`config.mk`:
```
export PLATFORM = sky130hd
export DESIGN_NAME = bg_host_seq_flat
export DESIGN_NICKNAME = d
export VERILOG_FILES = /design/src/rtl/bg_pkg.sv /design/src/rtl/bg_host_seq_if.sv /design/src/rtl/bg_serial_div.sv /design/src/rtl/bg_host_seq.sv /design/src/flat_wrapper.sv
export SDC_FILE = /design/constraint.sdc
export NUM_CORES = 1
export LEC_CHECK = 0
export BUFFER_PORTS_ARGS = -buffer_cell sky130_fd_sc_hd__buf_4
export CORE_MARGIN = 5
export CORE_UTILIZATION = 56
export CTS_BUF_LIST = sky130_fd_sc_hd__clkbuf_4
export DETAILED_ROUTE_END_ITERATION = 8
export HOLD_SLACK_MARGIN = 0.02
export PLACE_DENSITY_LB_ADDON = 0.3
export SLEW_MARGIN = 40
export SYNTH_ARGS = -nofsm -noshare
export SYNTH_HDL_FRONTEND = slang
export SYNTH_SLANG_ARGS = --single-unit
```
`constraint.sdc`:
```
create_clock -name Clk -period 4.75 [get_ports Clk]
set_input_delay 0.7125 -clock Clk [delete_from_list [all_inputs] [get_ports Clk]]
set_output_delay 0.7125 -clock Clk [all_outputs]
set_load 0.02 [all_outputs]
```
`src/rtl/bg_pkg.sv`:
```
// Shared definitions for the background-removal host sequencer.
//   state_t   : sequencer state encoding (also exported on the debug port)
//   PIX_W     : width of one colour channel
//   acc_w(n)  : accumulator width needed to sum n pixel-wide values
package bg_pkg;

    localparam int PIX_W = 8;

    typedef enum logic [3:0] {
        ST_IDLE     = 4'd0,
        ST_SUM_GO   = 4'd1,
        ST_SUM_WAIT = 4'd2,
        ST_SUM_ACK  = 4'd3,
        ST_ACCUM    = 4'd4,
        ST_DIVIDE   = 4'd5,
        ST_BG_GO    = 4'd6,
        ST_BG_WAIT  = 4'd7,
        ST_BG_ACK   = 4'd8,
        ST_DONE     = 4'd9,
        ST_ERR      = 4'd10
    } state_t;

    // Sum of n PIX_W-bit values needs PIX_W + clog2(n) bits; never narrower
    // than one pixel so the divider always has a full-width dividend.
    function automatic int acc_w(input int n);
        int w;
        w = PIX_W + $clog2(n);
        return (w < PIX_W) ? PIX_W : w;
    endfunction

endpackage

```
`src/rtl/bg_host_seq_if.sv`:
```
// Bus between the frame loader / PE array and the host sequencer.
//   master : sequencer side (receives job settings, means and done flags;
//            drives start/ack pulses, expected colour, settings and status)
//   slave  : loader / PE side, the mirror image
interface bg_host_seq_if
    import bg_pkg::*;
#(
    parameter int NUM_PE = 2
);
    logic                     Start;
    logic [PIX_W-1:0]         threshold_in;
    logic [PIX_W-1:0]         bg_r_in;
    logic [PIX_W-1:0]         bg_g_in;
    logic [PIX_W-1:0]         bg_b_in;
    logic [PIX_W*NUM_PE-1:0]  red_mean;
    logic [PIX_W*NUM_PE-1:0]  green_mean;
    logic [PIX_W*NUM_PE-1:0]  blue_mean;
    logic [NUM_PE-1:0]        Qsd;
    logic [NUM_PE-1:0]        Qbgd;

    logic                     Start_Sum;
    logic                     Start_BgRemoval;
    logic                     Ack;
    logic [PIX_W-1:0]         red_exp;
    logic [PIX_W-1:0]         green_exp;
    logic [PIX_W-1:0]         blue_exp;
    logic [PIX_W-1:0]         threshold;
    logic [PIX_W-1:0]         desired_bg_r;
    logic [PIX_W-1:0]         desired_bg_g;
    logic [PIX_W-1:0]         desired_bg_b;
    logic                     Busy;
    logic                     Done;
    logic                     Error;
    logic [3:0]               state;

    modport master (
        input  Start, threshold_in, bg_r_in, bg_g_in, bg_b_in,
               red_mean, green_mean, blue_mean, Qsd, Qbgd,
        output Start_Sum, Start_BgRemoval, Ack,
               red_exp, green_exp, blue_exp,
               threshold, desired_bg_r, desired_bg_g, desired_bg_b,
               Busy, Done, Error, state
    );

    modport slave (
        output Start, threshold_in, bg_r_in, bg_g_in, bg_b_in,
               red_mean, green_mean, blue_mean, Qsd, Qbgd,
        input  Start_Sum, Start_BgRemoval, Ack,
               red_exp, green_exp, blue_exp,
               threshold, desired_bg_r, desired_bg_g, desired_bg_b,
               Busy, Done, Error, state
    );

endinterface

```
`src/rtl/bg_serial_div.sv`:
```
// Restoring divider, one quotient bit per clock.
//   clk, rst_n  : clock, asynchronous active-low reset
//   start_i     : load dividend_i and begin (divisor_i must stay stable)
//   dividend_i  : W-bit dividend
//   divisor_i   : W-bit divisor, non-zero
//   done_o      : high in the cycle whose step produces the final quotient
//   quot_o      : low QW bits of the quotient, valid while done_o is high
// The division takes exactly W cycles after the start edge; the result is
// presented combinationally with done_o so the caller can capture it at the
// same edge that completes the last step.
module bg_serial_div #(
    parameter int W  = 9,
    parameter int QW = 8
) (
    input  logic          clk,
    input  logic          rst_n,
    input  logic          start_i,
    input  logic [W-1:0]  dividend_i,
    input  logic [W-1:0]  divisor_i,
    output logic          done_o,
    output logic [QW-1:0] quot_o
);
    localparam int CW = $clog2(W + 1);

    // quo_q starts as the dividend and shifts left; quotient bits fill in
    // from the bottom as dividend bits leave the top into the remainder.
    logic [W-1:0]  rem_q, rem_d;
    logic [W-1:0]  quo_q, quo_d;
    logic [CW-1:0] cnt_q;
    logic          busy_q;
    logic [W:0]    trial;

    always_comb begin
        trial = {rem_q, quo_q[W-1]};
        rem_d = trial[W-1:0];
        quo_d = {quo_q[W-2:0], 1'b0};
        if (trial >= {1'b0, divisor_i}) begin
            // True difference is below the divisor, so W-bit wrap is exact.
            rem_d    = trial[W-1:0] - divisor_i;
            quo_d[0] = 1'b1;
        end
    end

    assign done_o = busy_q && (cnt_q == CW'(W - 1));
    assign quot_o = quo_d[QW-1:0];

    always_ff @(posedge clk or negedge rst_n) begin
        if (!rst_n) begin
            rem_q  <= '0;
            quo_q  <= '0;
            cnt_q  <= '0;
            busy_q <= 1'b0;
        end else if (start_i) begin
            rem_q  <= '0;
            quo_q  <= dividend_i;
            cnt_q  <= '0;
            busy_q <= 1'b1;
        end else if (busy_q) begin
            rem_q <= rem_d;
            quo_q <= quo_d;
            cnt_q <= cnt_q + 1'b1;
            if (done_o) begin
                busy_q <= 1'b0;
            end
        end
    end

endmodule

```
`src/rtl/bg_host_seq.sv`:
```
// Host-side sequencer for the background-removal PE array.
//   Clk, Reset_n : clock, asynchronous active-low reset
//   bus          : bg_host_seq_if.master
//       Start, job settings in  -> latched settings out
//       per-PE means, Qsd, Qbgd -> Start_Sum, Start_BgRemoval, Ack pulses
//       expected background colour (mean of the PE means, truncated)
//       Busy / Done / Error status and the raw state for debug
// All bus outputs are registers; pulse/status flags are computed from the
// next state so they line up with the state they describe.
module bg_host_seq
    import bg_pkg::*;
#(
    parameter int NUM_PE  = 2,
    parameter int TIMEOUT = 1024
) (
    input  logic         Clk,
    input  logic         Reset_n,
    bg_host_seq_if.master bus
);
    localparam int ACC_W = acc_w(NUM_PE);
    localparam int IW    = (NUM_PE > 1) ? $clog2(NUM_PE) : 1;
    localparam int TW    = $clog2(TIMEOUT + 1);

    state_t          state_q, state_d;
    logic [TW-1:0]   tmo_q, tmo_d;
    logic [IW-1:0]   idx_q, idx_d;
    logic            accum_last;
    logic            tmo_hit;
    logic            div_start;
    logic            div_done;
    logic [2:0]      ch_done;

    logic            start_sum_q, start_bg_q, ack_q, busy_q, done_q, err_q;
    logic [PIX_W-1:0] thr_q, bgr_q, bgg_q, bgb_q;

    logic [2:0][PIX_W*NUM_PE-1:0] mean_bus;
    logic [2:0][PIX_W-1:0]        exp_all;

    assign accum_last = (idx_q == IW'(NUM_PE - 1));
    assign tmo_hit    = (tmo_q == TW'(TIMEOUT - 1));
    assign div_start  = (state_q == ST_ACCUM) && accum_last;
    assign div_done   = &ch_done;
    assign mean_bus   = {bus.blue_mean, bus.green_mean, bus.red_mean};

    // ---------------- next state ----------------
    always_comb begin
        state_d = state_q;
        case (state_q)
            ST_IDLE:     if (bus.Start) state_d = ST_SUM_GO;
            ST_SUM_GO:   state_d = ST_SUM_WAIT;
            ST_SUM_WAIT: begin
                if (&bus.Qsd)    state_d = ST_SUM_ACK;
                else if (tmo_hit) state_d = ST_ERR;
            end
            ST_SUM_ACK:  state_d = ST_ACCUM;
            ST_ACCUM:    if (accum_last) state_d = ST_DIVIDE;
            ST_DIVIDE:   if (div_done) state_d = ST_BG_GO;
            ST_BG_GO:    state_d = ST_BG_WAIT;
            ST_BG_WAIT: begin
                if (&bus.Qbgd)   state_d = ST_BG_ACK;
                else if (tmo_hit) state_d = ST_ERR;
            end
            ST_BG_ACK:   state_d = ST_DONE;
            ST_DONE:     state_d = bus.Start ? ST_SUM_GO : ST_IDLE;
            ST_ERR:      if (bus.Start) state_d = ST_SUM_GO;
            default:     state_d = ST_IDLE;
        endcase
    end

    // Counters: the timeout count is zero in any non-wait state, which
    // clears it on entry to each wait state; the PE index only runs in ACCUM.
    always_comb begin
        tmo_d = '0;
        idx_d = '0;
        if (state_q == ST_SUM_WAIT || state_q == ST_BG_WAIT) begin
            tmo_d = tmo_q + 1'b1;
        end
        if (state_q == ST_ACCUM) begin
            idx_d = idx_q + 1'b1;
        end
    end

    always_ff @(posedge Clk or negedge Reset_n) begin
        if (!Reset_n) begin
            state_q     <= ST_IDLE;
            tmo_q       <= '0;
            idx_q       <= '0;
            start_sum_q <= 1'b0;
            start_bg_q  <= 1'b0;
            ack_q       <= 1'b0;
            busy_q      <= 1'b0;
            done_q      <= 1'b0;
            err_q       <= 1'b0;
        end else begin
            state_q     <= state_d;
            tmo_q       <= tmo_d;
            idx_q       <= idx_d;
            start_sum_q <= (state_d == ST_SUM_GO);
            start_bg_q  <= (state_d == ST_BG_GO);
            ack_q       <= (state_d == ST_SUM_ACK) || (state_d == ST_BG_ACK);
            busy_q      <= !(state_d == ST_IDLE || state_d == ST_DONE ||
                             state_d == ST_ERR);
            done_q      <= (state_d == ST_DONE);
            err_q       <= (state_d == ST_ERR);
        end
    end

    // Job settings are captured only when a Start is accepted.
    always_ff @(posedge Clk or negedge Reset_n) begin
        if (!Reset_n) begin
            thr_q <= '0;
            bgr_q <= '0;
            bgg_q <= '0;
            bgb_q <= '0;
        end else if (state_d == ST_SUM_GO) begin
            thr_q <= bus.threshold_in;
            bgr_q <= bus.bg_r_in;
            bgg_q <= bus.bg_g_in;
            bgb_q <= bus.bg_b_in;
        end
    end

    // ---------------- per-channel accumulate + divide ----------------
    for (genvar gi = 0; gi < 3; gi++) begin : g_ch
        logic [PIX_W-1:0] sel;
        logic [ACC_W-1:0] acc_q, acc_d;
        logic [PIX_W-1:0] quot;
        logic [PIX_W-1:0] exp_q;

        always_comb begin
            sel = '0;
            for (int p = 0; p < NUM_PE; p++) begin
                if (idx_q == IW'(p)) begin
                    sel = mean_bus[gi][p*PIX_W +: PIX_W];
                end
            end
        end

        assign acc_d = acc_q + ACC_W'(sel);

        always_ff @(posedge Clk or negedge Reset_n) begin
            if (!Reset_n) begin
                acc_q <= '0;
            end else if (state_q == ST_SUM_ACK) begin
                acc_q <= '0;
            end else if (state_q == ST_ACCUM) begin
                acc_q <= acc_d;
            end
        end

        // The divider loads acc_d so the final mean added on the last ACCUM
        // cycle is included without an extra pipeline cycle.
        bg_serial_div #(
            .W  (ACC_W),
            .QW (PIX_W)
        ) u_div (
            .clk        (Clk),
            .rst_n      (Reset_n),
            .start_i    (div_start),
            .dividend_i (acc_d),
            .divisor_i  (ACC_W'(NUM_PE)),
            .done_o     (ch_done[gi]),
            .quot_o     (quot)
        );

        // Mean of 8-bit values never exceeds 8 bits, so the low byte is exact.
        always_ff @(posedge Clk or negedge Reset_n) begin
            if (!Reset_n) begin
                exp_q <= '0;
            end else if (state_q == ST_DIVIDE && div_done) begin
                exp_q <= quot;
            end
        end

        assign exp_all[gi] = exp_q;
    end

    // ---------------- bus outputs ----------------
    assign bus.Start_Sum       = start_sum_q;
    assign bus.Start_BgRemoval = start_bg_q;
    assign bus.Ack             = ack_q;
    assign bus.red_exp         = exp_all[0];
    assign bus.green_exp       = exp_all[1];
    assign bus.blue_exp        = exp_all[2];
    assign bus.threshold       = thr_q;
    assign bus.desired_bg_r    = bgr_q;
    assign bus.desired_bg_g    = bgg_q;
    assign bus.desired_bg_b    = bgb_q;
    assign bus.Busy            = busy_q;
    assign bus.Done            = done_q;
    assign bus.Error           = err_q;
    assign bus.state           = state_q;

endmodule

```
`src/flat_wrapper.sv`:
```
// flat-port wrapper written by rule: the top's interface ports become plain ports
module bg_host_seq_flat import bg_pkg::*;
#(
    parameter int NUM_PE  = 2,
    parameter int TIMEOUT = 1024
)
  (Clk, Reset_n, bus_Start, bus_threshold_in, bus_bg_r_in, bus_bg_g_in, bus_bg_b_in, bus_red_mean, bus_green_mean, bus_blue_mean, bus_Qsd, bus_Qbgd, bus_Start_Sum, bus_Start_BgRemoval, bus_Ack, bus_red_exp, bus_green_exp, bus_blue_exp, bus_threshold, bus_desired_bg_r, bus_desired_bg_g, bus_desired_bg_b, bus_Busy, bus_Done, bus_Error, bus_state);
  bg_host_seq_if #(.NUM_PE(NUM_PE)) bus_i ();
  input  logic Clk;
  input  logic Reset_n;
  input wire logic [$bits(bus_i.Start)-1:0] bus_Start;
  input wire logic [$bits(bus_i.threshold_in)-1:0] bus_threshold_in;
  input wire logic [$bits(bus_i.bg_r_in)-1:0] bus_bg_r_in;
  input wire logic [$bits(bus_i.bg_g_in)-1:0] bus_bg_g_in;
  input wire logic [$bits(bus_i.bg_b_in)-1:0] bus_bg_b_in;
  input wire logic [$bits(bus_i.red_mean)-1:0] bus_red_mean;
  input wire logic [$bits(bus_i.green_mean)-1:0] bus_green_mean;
  input wire logic [$bits(bus_i.blue_mean)-1:0] bus_blue_mean;
  input wire logic [$bits(bus_i.Qsd)-1:0] bus_Qsd;
  input wire logic [$bits(bus_i.Qbgd)-1:0] bus_Qbgd;
  output wire logic [$bits(bus_i.Start_Sum)-1:0] bus_Start_Sum;
  output wire logic [$bits(bus_i.Start_BgRemoval)-1:0] bus_Start_BgRemoval;
  output wire logic [$bits(bus_i.Ack)-1:0] bus_Ack;
  output wire logic [$bits(bus_i.red_exp)-1:0] bus_red_exp;
  output wire logic [$bits(bus_i.green_exp)-1:0] bus_green_exp;
  output wire logic [$bits(bus_i.blue_exp)-1:0] bus_blue_exp;
  output wire logic [$bits(bus_i.threshold)-1:0] bus_threshold;
  output wire logic [$bits(bus_i.desired_bg_r)-1:0] bus_desired_bg_r;
  output wire logic [$bits(bus_i.desired_bg_g)-1:0] bus_desired_bg_g;
  output wire logic [$bits(bus_i.desired_bg_b)-1:0] bus_desired_bg_b;
  output wire logic [$bits(bus_i.Busy)-1:0] bus_Busy;
  output wire logic [$bits(bus_i.Done)-1:0] bus_Done;
  output wire logic [$bits(bus_i.Error)-1:0] bus_Error;
  output wire logic [$bits(bus_i.state)-1:0] bus_state;
  assign bus_i.Start = bus_Start;
  assign bus_i.threshold_in = bus_threshold_in;
  assign bus_i.bg_r_in = bus_bg_r_in;
  assign bus_i.bg_g_in = bus_bg_g_in;
  assign bus_i.bg_b_in = bus_bg_b_in;
  assign bus_i.red_mean = bus_red_mean;
  assign bus_i.green_mean = bus_green_mean;
  assign bus_i.blue_mean = bus_blue_mean;
  assign bus_i.Qsd = bus_Qsd;
  assign bus_i.Qbgd = bus_Qbgd;
  assign bus_Start_Sum = bus_i.Start_Sum;
  assign bus_Start_BgRemoval = bus_i.Start_BgRemoval;
  assign bus_Ack = bus_i.Ack;
  assign bus_red_exp = bus_i.red_exp;
  assign bus_green_exp = bus_i.green_exp;
  assign bus_blue_exp = bus_i.blue_exp;
  assign bus_threshold = bus_i.threshold;
  assign bus_desired_bg_r = bus_i.desired_bg_r;
  assign bus_desired_bg_g = bus_i.desired_bg_g;
  assign bus_desired_bg_b = bus_i.desired_bg_b;
  assign bus_Busy = bus_i.Busy;
  assign bus_Done = bus_i.Done;
  assign bus_Error = bus_i.Error;
  assign bus_state = bus_i.state;
  bg_host_seq #(.NUM_PE(NUM_PE), .TIMEOUT(TIMEOUT)) u_core (.Clk(Clk), .Reset_n(Reset_n), .bus(bus_i));
endmodule
```
# Word-level counts from Yosys, hierarchy flattened
# Index checks and enable logic that the tools add are counted.
[word_totals]
ff_bits = 174
latch_bits = 0
mem_bits_rw = 0
rom_bits = 0
inputBits = 87
output_inout_bits = 66
wordCells = 137
n_memories = 0
[classes]
add_sub_neg = 11
mul = 0
div = 0
order_cmp = 3
n_eq_ne = 20
shift = 0
n_mux = 52
bitwise_logic = 0
reduce_logical = 20
[op_table]
columns = ["op", "count"]
rows = [
  ["$mux 9", 21],
  ["$mux 4", 12],
  ["$pmux 4 s10", 1],
  ["$eq 4x4->1 const B", 9],
  ["$ge 10x2->1 const B", 3],
  ["$add 9x8->9", 3],
  ["$sub 9x2->9 const B", 3],
  ["$mux 8", 3],
  ["$eq 4x3->1 const B", 5],
  ["$mux 1", 14],
  ["$add 4x1->4 const B", 3],
  ["$eq 4x2->1 const B", 3],
  ["$add 11x1->11 const B", 1],
  ["$eq 11x10->1 const B", 1],
  ["$mux 11", 1],
  ["$eq 4x1->1 const B", 2],
  ["$logic_not 4->1", 2],
  ["$reduce_bool 2->1", 4],
  ["$logic_and 1x1->1", 5],
  ["$logic_or 1x1->1", 4],
  ["$reduce_and 2->1", 2],
  ["$reduce_and 3->1", 1],
  ["$reduce_or 2->1", 1],
  ["$add 1x1->1 const B", 1],
  ["$logic_not 1->1", 1],
]

# Depth between registers and ports, before layout
[logic_depth]
ltp_word = 9
mapped_depth = 11

# Modules after synthesis
# From an unflattened synthesis, not the netlist that was laid out.
[hier_totals]
cells_unflattened = 1099
hier_area_um2 = 10757.8
[modules_own_cells]
columns = ["module", "n_inst", "cells_each", "area_per_inst_um2"]
rows = [
  ["bg_host_seq", 1, 523, 5592.9],
  ["bg_serial_div", 3, 192, 1721.7],
]

# Worst setup path after synthesis
# No wires, ideal clock.
[synth_path]
path_kind = "reg2reg"
startpoint = "register u_core.idx_q, in the netlist u_core.accum_last"
endpoint = "register u_core.g_ch[2].u_div.quo_q[8]"
arrival_time_ps = 2932
setup_slack_ps = 1735
stages_incl_launch_ff = 12
n_path_buf = 2
period_less_slack_ps = 3015
path_cell_list = "dfrtp_1 clkbuf_1 buf_1 mux2_2 ha_1 fa_1 a21oi_1 o211ai_1 o41ai_1 xnor2_1 nand2_1 o21ai_0"
[synth_via]
elab_chain_cells = 3
elab_cells_between_ends = 5
cone_classes = "add/sub: 1; mux: 2; reduce/logical: 2"
[synth_rtl]
columns = ["element", "line", "source"]
rows = [
  ["from (decl)", "bg_host_seq.sv:26", "logic [IW-1:0] idx_q, idx_d;"],
  ["from (signal assigned)", "bg_host_seq.sv:97", "idx_q <= idx_d;"],
  ["$mux 8", "bg_host_seq.sv:133", "if (idx_q == IW'(p)) begin"],
  ["$add 9x8->9", "bg_host_seq.sv:139", "assign acc_d = acc_q + ACC_W'(sel);"],
  ["$mux 9", "bg_serial_div.sv:53", "end else if (start_i) begin"],
  ["to (signal assigned)", "bg_serial_div.sv:55", "quo_q <= dividend_i;"],
  ["to (signal assigned)", "bg_serial_div.sv:60", "quo_q <= quo_d;"],
  ["to (decl)", "bg_serial_div.sv:28", "logic [W-1:0] quo_q, quo_d;"],
]
# Parallel ways exist; a longest one is shown, timed or not.
# A chain may end at the register's enable or synchronous reset.

# Final worst setup path
[layout_path]
startpoint = "register u_core.idx_q, in the netlist u_core.accum_last"
endpoint = "register u_core.g_ch[1].u_div.quo_q[8]"
[layout_via]
elab_chain_cells = 3
elab_cells_between_ends = 5
cone_classes = "add/sub: 1; mux: 2; reduce/logical: 2"
[layout_rtl]
columns = ["element", "line"]
rows = [
  ["$mux 8", "bg_host_seq.sv:133"],
  ["$add 9x8->9", "bg_host_seq.sv:139"],
  ["$mux 9", "bg_serial_div.sv:53"],
  ["to (signal assigned)", "bg_serial_div.sv:55"],
  ["to (signal assigned)", "bg_serial_div.sv:60"],
  ["to (decl)", "bg_serial_div.sv:28"],
]
# Parallel ways exist; a longest one is shown, timed or not.

==> summary.md <==
### Critical path
* critical setup path kind: reg2reg
* terminus of the critical flop-to-flop path: u_core.g_ch[1].u_div.quo_q[8]$_DFFE_PN0P_
* critical path data arrival time: 3.48 ns
* timing startpoint of the critical path: u_core.accum_last$_DFF_PN0_
* largest fanout on the critical path: 19
* Worst Reg-to-Reg Cells: 9
* kind of end point of the critical path: flop
* setup slack, reg-to-reg: 1.76 ns
* cell chain of the critical path: mux2_2, ha_1, fa_1, a21oi_1, o211ai_1, o41ai_1, xnor2_1, nand2_1, o21ai_0
* launch point of the worst reg-to-reg path: u_core.accum_last$_DFF_PN0_
* buffers plus inverters on the worst setup path: 0
* required arrival time at the worst endpoint: 5.24 ns
* Top Family by Delay on Critical Path: compound AO/OA/AOI/OAI gates
* worst-path cell with the longest stage delay: sky130_fd_sc_hd__dfrtp_2
* nature of the critical path startpoint: flop
* stage delay of the slowest cell on the critical path: 0.69 ns

### CTS
* cts bufs inserted: 17
* post-cts gate resize count: 0
* Post-CTS Setup Inserts: 0
* hold buffer count at CTS: 0
* cell at the root of the clock tree: sky130_fd_sc_hd__clkbuf_4
* clock slew at reported path FFs: 0.14 ns
* total clock sinks: 174
* maximum level of the CTS H-tree: 4
* CTS tree: built
* clock buffer depth: 2
* clock network latency to the later pin of the worst-skew pair: 0.56 ns

### Placement
* global placer's final weighted congestion: 0.874
* total half-perimeter wirelength after legalization and detailed placement: 13,900 um
* area post-placement: 10,100 um^2
* Buffers on Ports: 152

### Finish
* Syn-to-layout area delta: 18.1%
* final net count: 1,112
* fraction of final layout cells with drive strength greater than 1: 23.4%
* post-route standard cell area excluding fillers: 10,400 um^2

### Floorplanning
* vertical extent of the die: 135 um
* number of I/O pins: 153
* area of the placeable core: 15,300 um^2
* initial standard-cell utilization of the core: 57.5%
* die area: 18,300 um^2
* cell row count: 45
* die boundary width: 135 um

### Yosys
* number of standard cells after synthesis: 848
* netlist area before placement: 8800 um^2
* portion of the post-synthesis area used by sequential elements: 49.5%
* Post-Synthesis Net Count: 972
* average instance area after synthesis: 10.4 um^2
* post-synthesis register bit count: 174
* Yosys cell types: 52
* Yosys warning count: 0

### STA
* Max Clk Rate: 335 MHz
* fin crit period: 2.99 ns
* Worst Skew: 0.0139 ns
* Least-Margin Pin Slew: 0.614 ns
* Max transition margin: 58.5%
* final setup violating endpoints: 0
* final max-slew violation count: 0
* final setup TNS: 0 ns
* number of hold violations in the final report: 0
* part of the cycle the worst path needs: 62.8%
* setup repair after global routing missed its margin: false

### Routing
* overall routed net length: 18,900 um
* wire length per cell: 15.6 um
* DRT Pass-1 Iters: 5
* detailed-route via count: 6,602
* post-route ant nets: 0
* First DRT Iteration DRCs: 352
* detail-routed via count per cell: 5.45
* DRC violations left: 0

### Power
* PD cells: 628 nW/um^2
* LEAKAGE: 4.92 nW
* worst ir drop on vdd: 344 uV

### GRT
* overall overflow remaining after global route: 0
* maximum number of pins on one net before global-route repair: 72
* number of antenna violations at the first check in global routing: 1
* global routing usage summed across all routing layers: 21.3%
* vias in the first global route: 6,398
* first-pass GRT wire length: 31,600 um

### Run
* maximum capacitance violations: 0

### Min path
* worst hold path type: in2async

### Outcome
* run status: finished, final reports clean

power by group:
| part | switching (W) | leakage (nW) | internal [W] |
|---|---|---|---|
| registers | 0.000494 | 2.13 | 0.00206 |
| clock network | 0.000519 | 0.122 | 0.000256 |
| logic | 0.00175 | 2.66 | 0.00145 |
| total | 0.00277 | 4.92 | 0.00376 |
layout make-up:
cell class | instances | area (um^2)
antenna | 1 | 2.50
clock buffer | 17 | 128
clock inverter | 14 | 120
fill | 1224 | 4920
inverter | 25 | 98.8
sequential | 174 | 4360
tap | 211 | 264
timing repair buffer | 164 | 1260
multi-input combinational | 606 | 4170
Yosys cell counts, drive strengths merged:
library cell,count,area share [%]
and3,1,0.071
o221ai,2,0.20
nor3,18,1.0
nand2,113,4.8
o31a,1,0.10
mux2,61,8.0
or3,4,0.28
nor4,5,0.50
o211ai,3,0.26
a21oi,39,2.2
o21bai,4,0.34
o22ai,7,0.50
or4,4,0.34
nor4b,2,0.34
nand3,19,1.1
a21o,5,0.43
a211oi,10,0.85
a31oi,8,0.57
nand2b,6,0.43
buf,20,1.2
fa,3,0.68
o21ai,55,3.1
nand4,5,0.43
nor2,73,3.1
ha,34,4.8
xnor2,24,2.4
nor3b,1,0.21
inv,24,1.0
dfrtp,174,49
nor2b,5,0.36
nand3b,5,0.57
clkbuf,23,0.98
or3b,2,0.20
a22o,17,1.7
mux2i,31,3.5
and2,3,0.21
clkinv,1,0.10
xor2,28,2.8
o41ai,3,0.30
o21a,1,0.085
o31ai,3,0.26
and4,1,0.10
flip-flops by register name, summed over array words and instances (netlist names), 8 cells and up:
name / cells
u_core.g_ch.acc_q: 27
u_core.bus.threshold: 8
u_core.bus.desired_bg_b: 8
u_core.g_ch.u_div.quo_q: 27
u_core.bus.red_exp: 8
u_core.bus.desired_bg_r: 8
u_core.g_ch.u_div.rem_q: 27
u_core.tmo_q: 11
u_core.bus.blue_exp: 8
u_core.bus.desired_bg_g: 8
u_core.g_ch.u_div.cnt_q: 12
u_core.bus.green_exp: 8
logic make-up after synthesis:
family / count (synthesis) / synth area share (%)
AO/OA/AOI/OAI: 158 / 10.9
XOR/XNOR: 52 / 5.18
adder cells (fa/ha/maj): 37 / 5.52
buffers and inverters: 68 / 3.33
flip-flops: 174 / 49.5
multiplexers: 92 / 11.5
AND/OR/NAND/NOR: 267 / 14.1
per-layer routing:
metal | wire length (um) | up-vias | global-route usage (%)
li1 | - | 3233 | -
met1 | 8640 | 3184 | 29.6
met2 | 9110 | 163 | 34.3
met3 | 859 | 22 | 4.05
met4 | 286 | 0 | 6.38
met5 | 0 | - | 0
worst reg2reg max path, stage by stage, from the launching register on:
cell	delay, ns
sky130_fd_sc_hd__dfrtp_2	0.69
sky130_fd_sc_hd__mux2_2	0.41
sky130_fd_sc_hd__ha_1	0.21
sky130_fd_sc_hd__fa_1	0.40
sky130_fd_sc_hd__a21oi_1	0.18
sky130_fd_sc_hd__o211ai_1	0.15
sky130_fd_sc_hd__o41ai_1	0.54
sky130_fd_sc_hd__xnor2_1	0.18
sky130_fd_sc_hd__nand2_1	0.06
sky130_fd_sc_hd__o21ai_0	0.09
layout by cell type (no fill, tap or decap), types with 18 or more instances in the layout:
master                    count
sky130_fd_sc_hd__nand2_1    113
sky130_fd_sc_hd__ha_1        34
sky130_fd_sc_hd__xnor2_1     24
sky130_fd_sc_hd__nor2_1      73
sky130_fd_sc_hd__a21oi_1     39
sky130_fd_sc_hd__buf_4      162
sky130_fd_sc_hd__inv_1       23
sky130_fd_sc_hd__o21ai_0     44
sky130_fd_sc_hd__nor3_1      18
sky130_fd_sc_hd__mux2_2      25
sky130_fd_sc_hd__nand3_1     19
sky130_fd_sc_hd__mux2_1      32
sky130_fd_sc_hd__mux2i_1     31
sky130_fd_sc_hd__dfrtp_1    173
sky130_fd_sc_hd__xor2_1      28
metrics by stage:
stage                     instances  total power [W]  worst slack, ns  hold WS, ns  util [%]
after floorplan                 848          0.00483             1.74        0.417         -
after global placement         1179          0.00564             1.61        0.438      66.0
after detailed placement       1180          0.00579             1.54        0.443      66.2
after CTS                      1211          0.00656             1.50       0.0749      67.8
after global routing           1212          0.00706             1.49       0.0875      67.9
final                          1212          0.00653             1.76       0.0850      67.9
worst max path at each step:
stage	to	slack (ns)	depth (start not counted)
final	u_core.g_ch[1].u_div.quo_q[8]$_DFFE_PN0P_	1.76	9
after global routing	u_core.g_ch[2].u_div.quo_q[8]$_DFFE_PN0P_	1.49	9
after CTS	u_core.g_ch[2].u_div.quo_q[8]$_DFFE_PN0P_	1.50	9
after detailed placement	u_core.g_ch[2].u_div.quo_q[8]$_DFFE_PN0P_	1.54	9
after global placement	u_core.g_ch[1].u_div.quo_q[8]$_DFFE_PN0P_	1.61	9
after floorplan	u_core.g_ch[2].u_div.quo_q[8]$_DFFE_PN0P_	1.74	11
Note: power is estimated with default switching activity, not from simulation.
